===== src/rtl/pcie_descrambler.sv =====
// PCIe Gen1/Gen2 receive descrambler, 4 symbols per clock.
// Local Galois LFSR, COM resync, SKP freeze, one-cycle latency.
module pcie_descrambler #(
  parameter logic [15:0] SEED       = 16'hFFFF,
  parameter logic [7:0]  COM_SYMBOL = 8'hBC,
  parameter logic [7:0]  SKP_SYMBOL = 8'h1C
) (
  input  logic        clk_i,
  input  logic        rst_i,
  input  logic [31:0] data_i,
  input  logic [3:0]  datak_i,
  input  logic        valid_i,
  input  logic        scramble_disable_i,
  input  logic        realign_i,
  output logic [31:0] data_o,
  output logic [3:0]  datak_o,
  output logic        valid_o,
  output logic        locked_o
);

  typedef enum logic {UNLOCKED, LOCKED} state_t;

  state_t      state_q, state_d;
  logic [15:0] lfsr_q, lfsr_d;
  logic [31:0] data_q, data_d;
  logic [3:0]  datak_q, datak_d;
  logic        valid_q, valid_d;

  // Eight Galois advances; returns {next_state, keystream_byte}.
  function automatic logic [23:0] adv8(input logic [15:0] s);
    logic [15:0] l;
    logic [7:0]  ks;
    l  = s;
    ks = 8'h00;
    for (int k = 0; k < 8; k++) begin
      ks[k] = l[15];
      l     = {l[14:0], 1'b0} ^ (l[15] ? 16'h0039 : 16'h0000);
    end
    return {l, ks};
  endfunction

  // Walk lanes 0..3 in time order, threading LFSR and lock through.
  always_comb begin
    logic [15:0] l;
    logic        lk;
    logic [7:0]  b;
    logic [23:0] a;
    state_d = state_q;
    lfsr_d  = lfsr_q;
    data_d  = data_q;
    datak_d = datak_q;
    valid_d = 1'b0;
    l  = lfsr_q;
    lk = (state_q == LOCKED) && !realign_i;
    b  = 8'h00;
    a  = 24'h0;
    if (valid_i) begin
      valid_d = 1'b1;
      datak_d = datak_i;
      for (int n = 0; n < 4; n++) begin
        b = data_i[8*n +: 8];
        a = adv8(l);
        if (datak_i[n]) begin
          if (b == COM_SYMBOL) begin
            l  = SEED;
            lk = 1'b1;
          end else if (b != SKP_SYMBOL) begin
            l = a[23:8];
          end
          data_d[8*n +: 8] = b;
        end else begin
          data_d[8*n +: 8] = (lk && !scramble_disable_i)
                           ? (b ^ a[7:0]) : b;
          l = a[23:8];
        end
      end
      lfsr_d  = l;
      state_d = lk ? LOCKED : UNLOCKED;
    end
  end

  // State and output registers; reset overrides everything.
  always_ff @(posedge clk_i) begin
    if (rst_i) begin
      state_q <= UNLOCKED;
      lfsr_q  <= SEED;
      data_q  <= 32'h0;
      datak_q <= 4'h0;
      valid_q <= 1'b0;
    end else begin
      state_q <= state_d;
      lfsr_q  <= lfsr_d;
      data_q  <= data_d;
      datak_q <= datak_d;
      valid_q <= valid_d;
    end
  end

  assign data_o   = data_q;
  assign datak_o  = datak_q;
  assign valid_o  = valid_q;
  assign locked_o = (state_q == LOCKED);

endmodule


===== config.mk =====
export PLATFORM = sky130hd
export DESIGN_NAME = pcie_descrambler
export DESIGN_NICKNAME = d
export VERILOG_FILES = /design/src/rtl/pcie_descrambler.sv
export SDC_FILE = /design/constraint.sdc
export NUM_CORES = 1
export LEC_CHECK = 0
export ABC_AREA = 1
export CAP_MARGIN = 20
export CORE_ASPECT_RATIO = 1.75
export CORE_MARGIN = 1
export CORE_UTILIZATION = 37
export CTS_BUF_LIST = sky130_fd_sc_hd__clkbuf_8
export CTS_CLUSTER_DIAMETER = 80
export DETAILED_ROUTE_END_ITERATION = 10
export PLACE_DENSITY = 0.65
export REMOVE_ABC_BUFFERS = 1
export SKIP_CTS_REPAIR_TIMING = 1
export SLEW_MARGIN = 0
export SYNTH_ARGS = -nofsm -noshare
export SYNTH_HDL_FRONTEND = slang
export SYNTH_SLANG_ARGS = --single-unit

===== constraint.sdc =====
create_clock -name clk_i -period 3.03 [get_ports clk_i]
set_input_delay 0.303 -clock clk_i [delete_from_list [all_inputs] [get_ports clk_i]]
set_output_delay 0.303 -clock clk_i [all_outputs]
set_load 0.02 [all_outputs]

==> impl_metrics.json <==
{
  "hold_path.class": "primary input to register",
  "diodes": 0,
  "async_flop_share_pct": 0,
  "synth_edf_count": 0,
  "postLayoutCoreUtil_pct": 52.2,
  "seq_area_frac_synth_pct": 19.9,
  "dr.first_iter.drc_count": 291,
  "fin_tns_setup_ns": 0,
  "worstPathArrival_ns": 3.12,
  "status": "completed",
  "relSlewSlack_pct": 52.9,
  "grt_usage_pct": 25.3,
  "skew_ns": 0.0112,
  "vias": 6666,
  "finalCritPeriodShare_pct": 93.7,
  "synth_area_leaders": "nand2_1 28%, dfxtp_1 20%, nand3_1 9.8%, inv_1 7.0%, a21oi_1 4.1%",
  "ir_drop_mv": 0.702,
  "synth_top_area_share_pct": 27.6,
  "start_kind": "primary input",
  "clk_path_buf_depth": 2,
  "cp-end-kind": "register",
  "die-area_mm2": 0.0152,
  "place_congestion": 0.920,
  "start_util_pct": 37.8,
  "drc": 0,
  "max_stage_delay_ns": 0.50,
  "io_pins": 79,
  "chipWidth_um": 93.6,
  "synth_commonest_cells": "400 x nand2_1, 106 x nand3_1, 101 x inv_1",
  "tightest_slew_ns": 0.706,
  "layout-drive-gt1-share_pct": 20.4,
  "die_y_um": 162,
  "postPlaceCellArea_mm2": 0.00703,
  "max_cap_violations": 0,
  "synth_warnings": 0,
  "synth_area_leader_cell": "nand2_1",
  "core_area_mm2": 0.0144,
  "wl_um": 18900,
  "grt_pass1_wl_um": 30400,
  "multi_input_area_mm2": 0.00398,
  "clock_sinks": 54,
  "cts_htree_levels": 2,
  "dpl.hpwl_um": 15100,
  "power_density_mw_per_mm2": 1340,
  "nNetsFinal": 1176,
  "yosys_most_used_dff": "dfxtp_1",
  "syn_to_final_growth_pct": 37.9,
  "p_leak_nw": 4.03,
  "yosys_register_bits": 54,
  "ant_nets": 0,
  "dr.pass1.iters": 6,
  "cts_tree": "done",
  "syn_area_mm2": 0.00543,
  "clk_latency_ns": 0.33,
  "synthCells": 973,
  "finish.instance_area_mm2": 0.00749,
  "cts_root_buf": "clkbuf_8",
  "n_fill_cell": 1537,
  "io_buffers": 78,
  "num_rows": 58,
  "first_global_vias": 6465,
  "antenna_found_initial": 0,
  "crit_type": "primary input to register",
  "cp.required_ns": 3.32,
  "overflow": 0,
  "finalMaxSlewViolations": 0,
  "synth.most_common_cell": "nand2_1",
  "via_per_inst": 5.07,
  "max_clock_freq_ghz": 0.352,
  "worst_path_max_delay_cell": "clkdlybuf4s50_1",
  "numCtsBuffers": 5,
  "grt_start_max_net_pins": 62,
  "finalHoldViolCount": 0,
  "ff_latch_area_mm2": 0.00108,
  "postSynthAreaPerCell_um2": 5.58,
  "setup_viol": 0,
  "path_max_fanout": 6,
  "min_period_ns": 2.84,
  "ys_types": 40,
  "routedWlPerCell_um": 14.4,
  "crit_chain": "clkdlybuf4s50_1, nand2_2, nor2_4, buf_4, nand2_2, nand2_2, nand3_2, nand2_4, buf_4, nor2_4, nor2_4, nand2_1, nand3_1, nand2_2, nor2_4, nor2_1, nor2_4, nand2_1, nand3_1, nand3_1, nand2_1, nand2_1, nand2_1",
  "clk_pin_slew_ns": 0.12,
  "reg2reg_slack_ns": 0.25
}
## final timing paths
check / from / endpoint / depth (start not counted)
setup / recovery: data_i[2] / lfsr_q[8] / 23
hold reg to reg: data_o[2] / data_o[2] / 2
setup reg to reg: lfsr_q[14] / lfsr_q[8] / 22
hold / removal: valid_i / datak_o[0] / 3
## state kept, by name, indices dropped and copies added (netlist names)
signal	count
valid_o	1
locked_o	1
data_o	32
lfsr_q	16
datak_o	4
## where the power goes
part | switching (mW) | internal, mW | total, mW
logic | 5.32 | 3.21 | 8.54
clock network | 0.303 | 0.252 | 0.555
registers | 0.140 | 0.843 | 0.983
## placed cells by master (no fill, tap or decap), types with 2 or more instances in the layout
| cell type | count |
|---|---|
| nand2_4 | 10 |
| o21ai_4 | 2 |
| nand3_4 | 6 |
| buf_12 | 2 |
| dfxtp_1 | 53 |
| inv_1 | 101 |
| nand2_2 | 29 |
| nor3_2 | 2 |
| nor3_1 | 10 |
| buf_4 | 110 |
| clkbuf_8 | 5 |
| inv_4 | 2 |
| nor2_4 | 10 |
| xor2_1 | 21 |
| inv_2 | 12 |
| nor2_1 | 48 |
| xnor2_1 | 8 |
| nand4_1 | 5 |
| clkdlybuf4s50_1 | 76 |
| o221ai_1 | 13 |
| nor4_2 | 2 |
| a21oi_1 | 44 |
| o21ai_0 | 24 |
| o21ai_1 | 6 |
| o211ai_1 | 16 |
| nor2_2 | 4 |
| nand2_1 | 379 |
| nand3_2 | 24 |
| nand3_1 | 92 |
| clkinv_1 | 2 |
## per-stage QoR
stage	hold slack, ns	power [mW]	setup slack, ns	cells
2_1_floorplan	0.375	6.08	0.657	938
3_3_place_gp	0.460	8.85	-0.305	1300
3_5_place_dp	0.463	8.87	-0.315	1300
4_1_cts	0.465	9.48	0.0435	1308
5_1_grt	0.505	11.1	-0.0272	1316
6_report	0.467	10.1	0.191	1316
## layout make-up
| class | instances | area share (%) |
|---|---|---|
| flip-flops and latches | 54 | 14.4 |
| repair buffers | 190 | 21.9 |
| inverters | 117 | 5.93 |
| clock inverters | 3 | 0.634 |
| multi-input cells | 767 | 53.1 |
| clock buffers | 5 | 0.918 |
| well taps | 180 | 3.01 |
## worst max-delay path: cells and delay by family
kind | cells | cell delay, ns
simple gates | 20 | 2.04
buf+inv | 3 | 0.77
## routing by layer
layer / track usage, % / part of all wire [%] / vias to the layer above
li1: - / - / 3422
met1: 26.4 / 38 / 3012
met2: 47.6 / 53 / 163
met3: 2.06 / 2.9 / 69
met4: 16.1 / 6.5 / 0
met5: 0 / 0 / -
## kinds of logic (layout without fill, tap and decap cells)
| family | count (synthesis) | in the layout | share of synthesized area, % |
|---|---|---|---|
| XOR/XNOR | 30 | 30 | 4.84 |
| flip-flops | 54 | 54 | 19.9 |
| AND/OR/NAND/NOR | 627 | 627 | 51.2 |
| AO/OA/AOI/OAI | 110 | 110 | 12.1 |
| buffers and inverters | 152 | 315 | 12.0 |
(Power assumes the default switching activity.)
